--- src/rtl/uartprobe_multi.sv ---
// uartprobe_multi: UART byte-stream debug probe exposing NBYTES of GPI/GPO.
// Commands arrive on the rx byte channel and responses leave on the tx channel.
// Opcodes: ping, GPI/GPO byte read, GPO write/set/clear, coherent GPI burst.
module uartprobe_multi #(
  parameter int unsigned         NBYTES    = 4,
  parameter logic [8*NBYTES-1:0] GPO_RESET = '0,
  parameter logic [7:0]          ID        = 8'h50,
  parameter int unsigned         TIMEOUT   = 1024,
  parameter bit                  ACK_WR    = 1'b0
) (
  input  logic                clk,
  input  logic                m_aresetn,
  input  logic                rx_valid,
  input  logic [7:0]          rx_data,
  output logic                rx_ready,
  output logic                tx_valid,
  output logic [7:0]          tx_data,
  input  logic                tx_ready,
  input  logic [8*NBYTES-1:0] gpi,
  output logic [8*NBYTES-1:0] gpo,
  output logic                busy
);

  localparam int unsigned IW = (NBYTES > 1) ? $clog2(NBYTES) : 1;

  localparam logic [2:0] OP_PING    = 3'd0;
  localparam logic [2:0] OP_GPI_RD  = 3'd1;
  localparam logic [2:0] OP_GPO_RD  = 3'd2;
  localparam logic [2:0] OP_GPO_WR  = 3'd3;
  localparam logic [2:0] OP_GPO_SET = 3'd4;
  localparam logic [2:0] OP_GPO_CLR = 3'd5;
  localparam logic [2:0] OP_BURST   = 3'd6;
  localparam logic [2:0] OP_RSVD    = 3'd7;

  localparam logic [7:0] NACK_CMD = 8'hEE;
  localparam logic [7:0] NACK_TMO = 8'hEF;
  localparam logic [7:0] ACK      = 8'hAC;

  typedef enum logic [2:0] {
    S_IDLE, S_OPERAND, S_EXEC, S_RESP, S_BURST
  } state_e;

  state_e      state_q;
  logic [2:0]  op_q;
  logic [4:0]  idx_q;
  logic [7:0]  opnd_q;
  logic [15:0] cnt_q;
  logic [7:0]  bcnt_q;
  logic [4:0]  bidx_q;
  logic        rx_ready_q;
  logic        tx_valid_q;
  logic [7:0]  tx_data_q;
  logic [7:0]  gpo_q  [NBYTES];
  logic [7:0]  snap_q [NBYTES];

  logic [NBYTES-1:0][7:0] gpi_b;
  logic [2:0]  cmd_op;
  logic [4:0]  cmd_idx;
  logic        cmd_in_rng, cmd_illegal, cmd_has_opnd;
  logic        rx_acc, tx_acc, wr_en, snap_en;
  logic [16:0] cnt_nxt;
  logic [7:0]  rd_byte;

  assign gpi_b        = gpi;
  assign cmd_op       = rx_data[7:5];
  assign cmd_idx      = rx_data[4:0];
  assign cmd_in_rng   = (32'(cmd_idx) < NBYTES);
  assign cmd_illegal  = (cmd_op == OP_RSVD) || !cmd_in_rng ||
                        ((cmd_op == OP_PING) && (cmd_idx != 5'd0));
  assign cmd_has_opnd = (cmd_op == OP_GPO_WR) || (cmd_op == OP_GPO_SET) ||
                        (cmd_op == OP_GPO_CLR) || (cmd_op == OP_BURST);
  assign rx_acc       = rx_valid && rx_ready_q;
  assign tx_acc       = tx_valid_q && tx_ready;
  assign wr_en        = (state_q == S_EXEC) &&
                        ((op_q == OP_GPO_WR) || (op_q == OP_GPO_SET) || (op_q == OP_GPO_CLR));
  assign snap_en      = (state_q == S_EXEC) && (op_q == OP_BURST);
  // Count that will be reached on this edge if no operand shows up.
  assign cnt_nxt      = {1'b0, cnt_q} + 17'd1;

  assign rx_ready = rx_ready_q;
  assign tx_valid = tx_valid_q;
  assign tx_data  = tx_data_q;
  assign busy     = (state_q != S_IDLE);

  // Wrap-around byte index increment for bursts.
  function automatic logic [4:0] nxt_idx(input logic [4:0] i);
    return (32'(i) == NBYTES - 1) ? 5'd0 : i + 5'd1;
  endfunction

  // Immediate response byte for single-byte commands (only used when legal).
  always_comb begin
    rd_byte = ID;
    case (cmd_op)
      OP_GPI_RD: rd_byte = gpi_b[cmd_idx[IW-1:0]];
      OP_GPO_RD: rd_byte = gpo_q[cmd_idx[IW-1:0]];
      default:   rd_byte = ID;
    endcase
  end

  for (genvar b = 0; b < NBYTES; b++) begin : g_byte
    // Per-byte GPO register: write/set/clear of the addressed byte in EXEC.
    always_ff @(posedge clk or negedge m_aresetn) begin
      if (!m_aresetn) begin
        gpo_q[b] <= GPO_RESET[8*b +: 8];
      end else if (wr_en && (idx_q == 5'(b))) begin
        case (op_q)
          OP_GPO_WR:  gpo_q[b] <= opnd_q;
          OP_GPO_SET: gpo_q[b] <= gpo_q[b] | opnd_q;
          default:    gpo_q[b] <= gpo_q[b] & ~opnd_q;
        endcase
      end
    end

    // Burst snapshot: all of GPI captured once so the burst is coherent.
    always_ff @(posedge clk or negedge m_aresetn) begin
      if (!m_aresetn)   snap_q[b] <= 8'h00;
      else if (snap_en) snap_q[b] <= gpi_b[b];
    end

    assign gpo[8*b +: 8] = gpo_q[b];
  end

  // Control FSM; all handshake outputs are registered.
  always_ff @(posedge clk or negedge m_aresetn) begin
    if (!m_aresetn) begin
      state_q    <= S_IDLE;
      op_q       <= 3'd0;
      idx_q      <= 5'd0;
      opnd_q     <= 8'h00;
      cnt_q      <= 16'd0;
      bcnt_q     <= 8'd0;
      bidx_q     <= 5'd0;
      rx_ready_q <= 1'b0;
      tx_valid_q <= 1'b0;
      tx_data_q  <= 8'h00;
    end else begin
      case (state_q)
        S_IDLE: begin
          rx_ready_q <= 1'b1;
          if (rx_acc) begin
            op_q  <= cmd_op;
            idx_q <= cmd_idx;
            cnt_q <= 16'd0;
            if (cmd_illegal) begin
              state_q    <= S_RESP;
              rx_ready_q <= 1'b0;
              tx_valid_q <= 1'b1;
              tx_data_q  <= NACK_CMD;
            end else if (cmd_has_opnd) begin
              state_q <= S_OPERAND;
            end else begin
              state_q    <= S_RESP;
              rx_ready_q <= 1'b0;
              tx_valid_q <= 1'b1;
              tx_data_q  <= rd_byte;
            end
          end
        end
        S_OPERAND: begin
          // An operand on the timeout edge wins over the timeout.
          if (rx_acc) begin
            opnd_q     <= rx_data;
            state_q    <= S_EXEC;
            rx_ready_q <= 1'b0;
          end else if ((TIMEOUT != 0) && (cnt_nxt == 17'(TIMEOUT))) begin
            state_q    <= S_RESP;
            rx_ready_q <= 1'b0;
            tx_valid_q <= 1'b1;
            tx_data_q  <= NACK_TMO;
          end else begin
            cnt_q <= cnt_nxt[15:0];
          end
        end
        S_EXEC: begin
          if (op_q == OP_BURST) begin
            if (opnd_q == 8'd0) begin
              state_q    <= S_IDLE;
              rx_ready_q <= 1'b1;
            end else begin
              // First byte comes straight from gpi, identical to the snapshot.
              state_q    <= S_BURST;
              tx_valid_q <= 1'b1;
              tx_data_q  <= gpi_b[idx_q[IW-1:0]];
              bcnt_q     <= opnd_q;
              bidx_q     <= nxt_idx(idx_q);
            end
          end else if (ACK_WR) begin
            state_q    <= S_RESP;
            tx_valid_q <= 1'b1;
            tx_data_q  <= ACK;
          end else begin
            state_q    <= S_IDLE;
            rx_ready_q <= 1'b1;
          end
        end
        S_RESP: begin
          if (tx_acc) begin
            tx_valid_q <= 1'b0;
            state_q    <= S_IDLE;
            rx_ready_q <= 1'b1;
          end
        end
        S_BURST: begin
          if (tx_acc) begin
            if (bcnt_q == 8'd1) begin
              tx_valid_q <= 1'b0;
              state_q    <= S_IDLE;
              rx_ready_q <= 1'b1;
            end else begin
              bcnt_q    <= bcnt_q - 8'd1;
              tx_data_q <= snap_q[bidx_q[IW-1:0]];
              bidx_q    <= nxt_idx(bidx_q);
            end
          end
        end
        default: begin
          state_q    <= S_IDLE;
          tx_valid_q <= 1'b0;
        end
      endcase
    end
  end

endmodule
--- config.mk ---
export PLATFORM = sky130hd
export DESIGN_NAME = uartprobe_multi
export DESIGN_NICKNAME = d
export VERILOG_FILES = /design/src/rtl/uartprobe_multi.sv
export SDC_FILE = /design/constraint.sdc
export NUM_CORES = 1
export LEC_CHECK = 0
export BUFFER_PORTS_ARGS = -buffer_cell sky130_fd_sc_hd__buf_4
export CORE_ASPECT_RATIO = 0.7
export CORE_MARGIN = 1.5
export CORE_UTILIZATION = 40
export CTS_CLUSTER_DIAMETER = 150
export DETAILED_ROUTE_END_ITERATION = 6
export GPL_TIMING_DRIVEN = 0
export PLACE_DENSITY = 0.59
export SYNTH_ARGS = -nofsm -noshare
export SYNTH_HDL_FRONTEND = slang
export SYNTH_SLANG_ARGS = --single-unit
export TNS_END_PERCENT = 30
--- constraint.sdc ---
create_clock -name clk -period 5.25 [get_ports clk]
set_input_delay 0.2625 -clock clk [delete_from_list [all_inputs] [get_ports clk]]
set_output_delay 0.2625 -clock clk [all_outputs]
set_load 0.05 [all_outputs]
==> impl_metrics.py, run 1 <==
metrics = {
    "yosys": {
        "syn_nets": 786,
        "synthArstFlopShare_pct": 100,
        "syn_inst": 733,
        "yosysSeqAreaShare_pct": 39.8,
        "yosys-top-cells-area": "dfrtp_1, mux4_2, mux2_2",
        "synth_edf_count": 0,
        "synth_area_mm2": 0.00766,
        "yosysTopAreaCell": "dfrtp_1",
        "syn_area_per_cell_um2": 10.5,
        "synth_warnings": 0,
        "netlist.area_leader.share_pct": 39.8,
        "ys_types": 73,
        "synth_top_flop_cell": "dfrtp_1",
        "ys_ff_latch": 122,
    },
    "cells_and_area": {
        "finalNonFillerCells": 1089,
        "layout.nets": 889,
        "multi_input_area_mm2": 0.00426,
        "layout-drive-gt1-share_pct": 27.4,
        "antenna_cells": 0,
        "regArea_mm2": 0.00305,
        "synthToLayoutAreaGrowth_pct": 20.4,
        "fillers": 1715,
    },
    "detailed_routing": {
        "wl_um": 24500,
        "drc": 0,
        "vias_per_cell": 6.30,
        "vias": 6863,
        "first_pass_iters": 6,
        "drt_iter0_markers": 709,
        "wl_per_cell_um": 22.5,
        "drt.antenna.violating_nets": 0,
    },
    "clock_network": {
        "clkTransAtPathRegs_ns": 0.06,
        "clock_sinks": 122,
        "clock_latency_ns": 0.43,
        "clockBufferDepth": 2,
        "numCtsBuffers": 17,
        "cts_setup_buffers": 0,
        "cts_root_buf": "clkbuf_16",
        "cts_tree": "done",
        "htreeDepth": 4,
    },
    "timing": {
        "hold_viol": 0,
        "setup_violations": 0,
        "rsz0062_at_grt": "false",
        "max_freq_mhz": 332,
        "finalSetupTns_ns": 0,
        "fin_skew_ns": 0.0128,
        "drv_slew": 0,
        "slew_headroom_pct": 29.8,
        "post-route-period-util_pct": 57.3,
        "worstMarginPinSlew_ns": 1.05,
        "fin_crit_ns": 3.01,
    },
    "pwr": {
        "leakagePower_nw": 3.66,
        "powerDensity_mw_per_mm2": 252,
        "ir_drop_mv": 0.196,
    },
    "global_routing": {
        "met1_usage_pct": 36.9,
        "grt_remaining_overflow": 0,
        "grt_pass1_wl_um": 37900,
        "grt_max_degree": 69,
        "groute.usage.overall_pct": 24.9,
        "top_usage_layer": "met1",
        "use_met3_pct": 6.26,
        "grtUsageMet2_pct": 35.6,
        "grt_pass1_vias": 6534,
        "antenna_found_initial": 0,
    },
    "critical_path": {
        "crit_start": "state_q[2]$_DFFE_PN0P_",
        "cp.buffers_inverters": 1,
        "cp_cell_sequence": "nand2b_1 > clkbuf_1 > a2111oi_4 > nand2_1 > nor3_1 > mux2i_1 > o221ai_1",
        "critPathCaptureType": "flop",
        "crit_fanout": 10,
        "worstPathRequired_ns": 5.58,
        "slowest_delay_ns": 0.67,
        "r2r_start": "state_q[2]$_DFFE_PN0P_",
        "critPathLaunchType": "flop",
        "worst_path_max_delay_cell": "nor3_1",
        "path_class": "reg -> reg",
        "critPathArrivalTime_ns": 3.34,
        "crit_family": "simple AND/OR/NAND/NOR gates",
    },
    "run": {
        "maxCapViolations": 0,
    },
    "floorplan": {
        "ios": 87,
        "die-area_mm2": 0.0200,
        "dieHeight_um": 119,
        "die_w_um": 168,
        "core_mm2": 0.0188,
        "initial_utilization_pct": 40.7,
        "rows": 42,
    },
    "place": {
        "io_buffers": 82,
        "place_congestion": 0.849,
        "hpwl_um": 17000,
        "dp.cells": 1058,
    },
    "min_path": {
        "worstHoldStart": "gpi[7]",
        "hp-class": "in -> reg",
    },
    "outcome": {
        "run_status": "completed",
    },
}
-- worst reg2reg max path: stages (launching register included) --
cell       delay, ns
dfrtp_1         0.42
nand2b_1        0.16
clkbuf_1        0.32
a2111oi_4       0.57
nand2_1         0.40
nor3_1          0.67
mux2i_1         0.17
o221ai_1        0.21
-- kinds of logic (layout without fill, tap and decap cells) --
kind of cell | Yosys count | count (layout) | synth area share [%]
adders and majority gates | 9 | 9 | 1.47
and+or+nand+nor | 200 | 200 | 13.8
buffers and inverters | 76 | 190 | 4.52
muxes | 112 | 112 | 20.8
xor gates and xnor gates | 7 | 7 | 0.800
AOI/OAI and AO/OA | 207 | 207 | 18.7
DFF | 122 | 122 | 39.8
-- synthesized netlist by cell type, types with 3 or more instances --
master	count
o211ai_1	14
nand3_1	22
o22ai_1	22
and2_1	5
nand2b_1	12
mux2_2	48
nor4_1	3
a21o_1	3
xor2_1	3
or2_2	5
or3_1	5
buf_4	5
a31oi_1	15
clkbuf_1	34
inv_1	21
mux4_2	32
nand3b_1	7
nand2_1	53
a211oi_1	3
a22oi_1	11
nor3_2	3
o21ai_0	61
ha_1	9
mux2_4	3
a21oi_1	18
nor2b_1	5
dfrtp_1	122
nor2_1	43
or4_1	4
buf_2	3
o22a_1	7
buf_1	8
nand4_1	10
xnor2_1	4
mux2i_1	29
o221ai_1	24
o31ai_1	6
nor3_1	7
-- through the flow --
stage	power, W	worst slack [ns]	cell area [µm²]	util, %	hold WS, ns
2_1_floorplan	0.00103	2.67	7660	-	-0.0331
3_3_place_gp	0.00110	2.37	8580	45.6	0.482
3_5_place_dp	0.00111	2.30	8610	45.8	0.260
4_1_cts	0.00233	2.28	9220	49.0	0.0753
5_1_grt	0.00239	2.12	9220	49.0	0.0769
6_report	0.00232	2.24	9220	49.0	0.0897
-- state kept, by name (all words and copies together), names as in the netlist --
signal and count:
gpo 32, snap_q 32, cnt_q 16, bcnt_q 8, opnd_q 8, tx_data 8
bidx_q 5, idx_q 5, op_q 3, state_q 3, rx_ready 1, tx_valid 1
-- power breakdown --
| part | switching, W | total, W | internal, W |
|---|---|---|---|
| Sequential | 0.00000626 | 0.000960 | 0.000954 |
| Clock | 0.000427 | 0.00123 | 0.000802 |
| Combinational | 0.0000693 | 0.000131 | 0.0000616 |
-- metal layers --
metal / wire length, µm / share of wire [%]
met4: 437 / 1.8
met3: 1990 / 8.1
met5: 0 / 0
met2: 10600 / 44
met1: 11400 / 47
-- cell usage in the layout, fill, tap and decap left out, types with 24 or more instances in the layout --
cell      netlist  final
buf_4           5     86
nor2_1         43     43
dfrtp_1       122    122
clkbuf_1       34     39
mux2_2         48     48
mux2i_1        29     29
o21ai_0        61     61
mux4_2         32     32
o221ai_1       24     24
nand2_1        53     53
-- worst paths after layout --
check	to	slack [ns]	depth (start not counted)
min in group asynchronous	cnt_q[10]$_DFFE_PN0P_	0.36	2
setup / recovery	gpo[6]$_DFFE_PN0P_	2.24	7
hold / removal	snap_q[31]$_DFFE_PN0P_	0.09	2
max in group asynchronous	idx_q[3]$_DFFE_PN0P_	4.15	3
setup reg to reg	gpo[6]$_DFFE_PN0P_	2.24	7
hold reg to reg	snap_q[12]$_DFFE_PN0P_	0.51	1
-- cell type report --
type	instances	share of cell area [%]
multi-input combinational	535	46.2
sequential	122	33.1
timing repair buffer	84	7.12
clock buffer	23	4.97
tap	242	3.28
buffer	55	2.90
clock inverter	7	1.55
inverter	21	0.855
-- repair_timing --
action,in CTS,in global routing
endpoints found under the setup margin,0,0
hold endpoints to repair,54,0
gates resized for setup,0,0
hold buffers,1,0
No activity file was read; power rests on OpenSTA's default activity.
==> inputs of run 2 (changes only) <==
PLACE_DENSITY = 0.61   (was 0.59)
clock period = 2.6 ns   (was 5.25 ns; I/O delays follow)
==> run 2 against run 1 <==
Clock power increased by 96%; hold slack lost 0.034 ns; sequential power grew 100%; the run now ends with setup timing left; die area unchanged; maximum frequency grew 14%; core utilization is 3.1 points higher; largest cell class unchanged; non-clock buffer count grew 45; flip-flop and latch count is the same; critical path depth grew 1.
==> impl_metrics.py, run 2 (synthesis gave the netlist of run 1 again) <==
metrics = {
    "global_routing": {
        "groute.usage.overall_pct": 25.3,
        "grt_remaining_overflow": 0,
        "grt_max_degree": 71,
        "grt_pass1_vias": 6793,
        "antenna_found_initial": 0,
        "grt_pass1_wl_um": 38600,
    },
    "critical_path": {
        "reg2reg_slack_ns": -0.03,
        "crit_fanout": 6,
        "path_class": "reg -> reg",
        "crit_end": "tx_data[4]$_DFFE_PN0P_",
        "worstPathRequired_ns": 2.90,
        "critPathCaptureType": "flop",
        "critPathArrivalTime_ns": 2.93,
        "r2r_cells": 8,
        "r2r_end": "tx_data[4]$_DFFE_PN0P_",
        "critPathLaunchType": "flop",
        "crit_start": "cnt_q[11]$_DFFE_PN0P_",
        "r2r_start": "cnt_q[11]$_DFFE_PN0P_",
    },
    "timing": {
        "max_freq_mhz": 380,
        "drv_slew": 0,
        "layout_setup_ws_ns": -0.0310,
        "hold_viol": 0,
        "finalSetupTns_ns": -0.0782,
        "post-route-period-util_pct": 101,
        "worstMarginPinSlew_ns": 0.998,
        "fin_crit_ns": 2.63,
        "setup_violations": 3,
        "slew_headroom_pct": 33.5,
        "fin_skew_ns": 0.0106,
        "rsz0062_at_grt": "true",
    },
    "cells_and_area": {
        "utilization_pct": 52.1,
        "multi_input_area_mm2": 0.00438,
        "layout-drive-gt1-share_pct": 30.8,
        "fillers": 1680,
        "layout.nets": 934,
        "finalNonFillerCells": 1137,
        "mostFrequentLayoutCell": "dfrtp_1",
        "regArea_mm2": 0.00306,
        "synthToLayoutAreaGrowth_pct": 27.9,
        "final_cell_mix": "dfrtp_1, buf_4, o21ai_0, nand2_1, mux2_2",
        "fin_area_mm2": 0.00980,
    },
    "floorplan": {
        "ios": 87,
        "dieHeight_um": 119,
        "rows": 42,
        "initial_utilization_pct": 40.7,
        "die-area_mm2": 0.0200,
        "die_w_um": 168,
        "core_mm2": 0.0188,
    },
    "detailed_routing": {
        "drt_iter0_markers": 648,
        "drc": 0,
        "vias_per_cell": 6.07,
        "first_pass_iters": 5,
        "drt.antenna.violating_nets": 0,
        "vias": 6900,
        "wl_um": 24100,
        "wl_per_cell_um": 21.2,
    },
    "place": {
        "place_congestion": 0.863,
        "dpl_cell_area_mm2": 0.00861,
        "io_buffers": 82,
        "dp.cells": 1058,
        "hpwl_um": 16600,
    },
    "clock_network": {
        "cts_root_buf": "clkbuf_16",
        "clockBufferDepth": 2,
        "numCtsBuffers": 17,
        "cts_tree": "done",
        "clkTransAtPathRegs_ns": 0.06,
        "clock_latency_ns": 0.43,
        "clock_sinks": 122,
        "htreeDepth": 4,
    },
    "pwr": {
        "ir_drop_mv": 0.266,
        "total_power_w": 0.00466,
        "leakagePower_nw": 3.83,
        "powerDensity_mw_per_mm2": 475,
    },
    "outcome": {
        "run_status": "complete, but fails checks",
        "violations": "setup timing",
    },
    "min_path": {
        "worstHoldPathCells": 3,
        "hp-class": "in -> reg",
    },
    "run": {
        "maxCapViolations": 0,
    },
}
run 2: critical path, cell delays in order (launching register included):
cell	delay (ns)
dfrtp_2	0.41
or2b_2	0.30
or4_4	0.51
a22oi_2	0.33
and2_4	0.20
nand4_1	0.13
a21o_1	0.21
buf_6	0.14
mux2_4	0.29
run 2: how the worst min path moves through the flow:
| stage | from | to |
|---|---|---|
| after floorplan | m_aresetn | bcnt_q[0]$_DFFE_PN0P_ |
| after global placement | rx_data[4] | idx_q[4]$_DFFE_PN0P_ |
| after detailed placement | m_aresetn | gpo[0]$_DFFE_PN0P_ |
| after CTS | rx_valid | rx_ready$_DFFE_PN0P_ |
| after global routing | rx_valid | rx_ready$_DFFE_PN0P_ |
| final | rx_valid | rx_ready$_DFFE_PN0P_ |
run 2: through the flow:
step / setup slack [ns] / hold WS (ns)
after floorplan: 0.0200 / -0.166
after global placement: -0.278 / 0.381
after detailed placement: -0.300 / 0.132
after CTS: 0.00717 / 0.0392
after global routing: -0.103 / 0.0487
final: -0.0310 / 0.0558
run 2: cell type report:
cell class | count | share of cell area (%)
Inverter | 21 | 0.804
Sequential cell | 122 | 31.2
Clock buffer | 21 | 4.49
Antenna cell | 1 | 0.0255
Multi-Input combinational cell | 535 | 44.7
Tap cell | 242 | 3.09
Timing Repair Buffer | 133 | 11.5
Buffer | 51 | 2.66
Clock inverter | 11 | 1.51
run 2: report_power, final:
part           total, W  switching, W  internal, W
registers       0.00194     0.0000126      0.00192
clock network   0.00241      0.000907      0.00150
logic          0.000308      0.000149     0.000159
run 2: repair_timing:
action                                  CTS  global route
hold buffers                             36             0
endpoints found under the setup margin   51            83
hold endpoints to repair                 90             0
buffers inserted                          6             8
gates resized for setup                  17            22
pin swaps                                 6             6
run 2: metal layers:
| layer | vias up | global-route usage, % | part of all wire (%) |
|---|---|---|---|
| met5 | - | 0 | 0 |
| met4 | 0 | 6.75 | 1.5 |
| met3 | 26 | 5.63 | 8.7 |
| met2 | 322 | 35.9 | 43 |
| met1 | 3437 | 38.4 | 47 |
| li1 | 3115 | - | - |
==> inputs of run 3 (changes only) <==
CORE_UTILIZATION = 50   (was 40)
PLACE_DENSITY = 0.71   (was 0.61)
clock period = 2.76 ns   (was 2.6 ns; I/O delays follow)
==> run 3 against run 2 <==
The flow now finishes without violations; sequential power down 6%; cell count is 4.9% lower; register-to-register slack improved by 0.11 ns; final area decreased by 2.4%; routed wire length grew 0.34%; clock power decreased by 8.7%; global-route usage grew 6.6 points; hold slack gained 0.0040 ns; non-clock buffer count decreased by 8; sequential share of layout area is 0.72 points higher; setup slack improved by 0.11 ns; power shrank 7.3%.
==> impl_metrics.py, run 3 (synthesis gave the netlist of run 1 again) <==
metrics = {
    "timing": {
        "rsz0062_at_grt": "true",
        "fin_skew_ns": 0.0127,
        "max_freq_mhz": 373,
        "worstMarginPinSlew_ns": 0.949,
        "layout_setup_ws_ns": 0.0772,
        "setup_violations": 0,
        "post-route-period-util_pct": 97.2,
        "slew_headroom_pct": 36.8,
        "hold_viol": 0,
        "drv_slew": 0,
        "fin_crit_ns": 2.68,
    },
    "place": {
        "place_congestion": 0.899,
        "dp.cells": 1011,
        "hpwl_um": 16600,
        "post-place-ws_ns": -0.0834,
        "io_buffers": 82,
        "dpl_cell_area_mm2": 0.00855,
    },
    "cells_and_area": {
        "synthToLayoutAreaGrowth_pct": 24.9,
        "layout.nets": 926,
        "layout-drive-gt1-share_pct": 28.4,
        "final_cell_mix": "dfrtp_1, buf_4, o21ai_0, nand2_1, mux2_2",
        "utilization_pct": 64.6,
        "fillers": 1185,
        "antenna_cells": 0,
        "finalNonFillerCells": 1081,
        "fin_area_mm2": 0.00957,
        "mostFrequentLayoutCell": "dfrtp_1",
    },
    "clock_network": {
        "clkTransAtPathRegs_ns": 0.06,
        "numCtsBuffers": 17,
        "clock_sinks": 122,
        "cts_tree": "done",
        "clock_latency_ns": 0.42,
        "htreeDepth": 4,
        "cts_root_buf": "clkbuf_16",
        "clockBufferDepth": 2,
    },
    "pwr": {
        "switching_share_pct": 24.1,
        "leakagePower_nw": 3.79,
        "p_switching_w": 0.00104,
        "pwr-share-comb_pct": 6.7,
        "powerDensity_mw_per_mm2": 451,
        "power.internal_w": 0.00328,
        "ir_drop_mv": 0.358,
        "clkPwrFrac_pct": 51.0,
        "seq_power_share_pct": 42.3,
    },
    "min_path": {
        "hp-class": "in -> reg",
    },
    "run": {
        "maxCapViolations": 0,
    },
    "global_routing": {
        "grt_max_degree": 68,
        "antenna_found_initial": 0,
        "grt_pass1_wl_um": 38600,
        "grt_pass1_vias": 6975,
        "grt_remaining_overflow": 0,
        "groute.usage.overall_pct": 31.9,
    },
    "floorplan": {
        "core_mm2": 0.0148,
        "initial_utilization_pct": 51.7,
        "die_w_um": 151,
        "dieHeight_um": 107,
        "ios": 87,
        "die-area_mm2": 0.0161,
        "rows": 37,
    },
    "detailed_routing": {
        "drc": 0,
        "wl_um": 24200,
        "vias_per_cell": 6.57,
        "drt_iter0_markers": 832,
        "first_pass_iters": 6,
        "vias": 7101,
        "wl_per_cell_um": 22.4,
        "drt.antenna.violating_nets": 0,
    },
    "critical_path": {
        "critPathArrivalTime_ns": 2.99,
        "critPathLaunchType": "flop",
        "worstPathRequired_ns": 3.07,
        "worst_path_max_delay_cell": "dfrtp_2",
        "critPathCaptureType": "flop",
        "slowest_delay_ns": 0.47,
        "cp_cell_sequence": "ha_4 > and3_4 > or3_1 > a2111oi_4 > and2_1 > nand4_1 > a21o_1 > buf_6 > mux2_4",
        "crit_fanout": 9,
        "path_class": "reg -> reg",
        "reg2reg_slack_ns": 0.08,
    },
    "outcome": {
        "run_status": "completed",
    },
}
==> run 3: cell type report <==
cell class              count  area [µm²]  area share [%]
well taps                 195         244            2.55
flip-flops and latches    122        3060            31.9
inverters                  21        78.8           0.824
clock inverters            12         115            1.20
repair buffers            121        1020            10.7
clock buffers              20         467            4.88
multi-input cells         535        4310            45.1
plain buffers              55         270            2.83
==> run 3: final timing paths <==
kind | depth (start not counted) | endpoint | from
max in group asynchronous | 3 | cnt_q[0]$_DFFE_PN0P_ | m_aresetn
max | 9 | tx_data[6]$_DFFE_PN0P_ | cnt_q[1]$_DFFE_PN0P_
min in group asynchronous | 2 | gpo[18]$_DFFE_PN0P_ | m_aresetn
min reg2reg | 1 | snap_q[12]$_DFFE_PN0P_ | snap_q[12]$_DFFE_PN0P_
max reg2reg | 9 | tx_data[6]$_DFFE_PN0P_ | cnt_q[1]$_DFFE_PN0P_
min | 3 | rx_ready$_DFFE_PN0P_ | rx_valid
==> run 3: metrics by stage <==
stage / setup TNS, ns / power (W) / hold WS (ns)
2_1_floorplan: 0 / 0.00196 / -0.158
3_3_place_gp: -0.501 / 0.00209 / 0.390
3_5_place_dp: -0.710 / 0.00210 / 0.149
6_report: 0 / 0.00432 / 0.0598
4_1_cts: 0 / 0.00432 / 0.0458
5_1_grt: 0 / 0.00444 / 0.0518
==> run 3: power by group through the flow <==
stage / combinational [W] / clock [W] / sequential (W)
final: 0.000288 / 0.00220 / 0.00183
after global routing: 0.000309 / 0.00231 / 0.00183
after CTS: 0.000286 / 0.00221 / 0.00183
after detailed placement: 0.000243 / 0 / 0.00186
after global placement: 0.000231 / 0 / 0.00185
after floorplan: 0.000111 / 0 / 0.00185
==> run 3: critical path, delay by kind of cell, from the launching register on <==
| kind | cells | cell delay (ns) |
|---|---|---|
| AO/OA/AOI/OAI | 2 | 0.57 |
| adder cells (fa/ha/maj) | 1 | 0.21 |
| buffers and inverters | 1 | 0.17 |
| flip-flops | 1 | 0.47 |
| multiplexers | 1 | 0.31 |
| AND/OR/NAND/NOR | 4 | 0.84 |
==> run 3: repair_timing <==
item,4_1_cts,5_1_grt
setup buffers,0,2
endpoints found under the setup margin,24,43
hold buffers,36,0
endpoints found under the hold margin,93,0
pin swaps,0,3
resized for setup,8,8
cloned,0,0
==> run 3: per-layer routing <==
| metal | wire, µm | global-route usage (%) | vias to the layer above |
|---|---|---|---|
| met1 | 10200 | 46.3 | 3498 |
| met2 | 11100 | 46.8 | 442 |
| met3 | 2460 | 7.25 | 51 |
| met5 | 0 | 0 | - |
| li1 | - | - | 3110 |
| met4 | 489 | 10.6 | 0 |
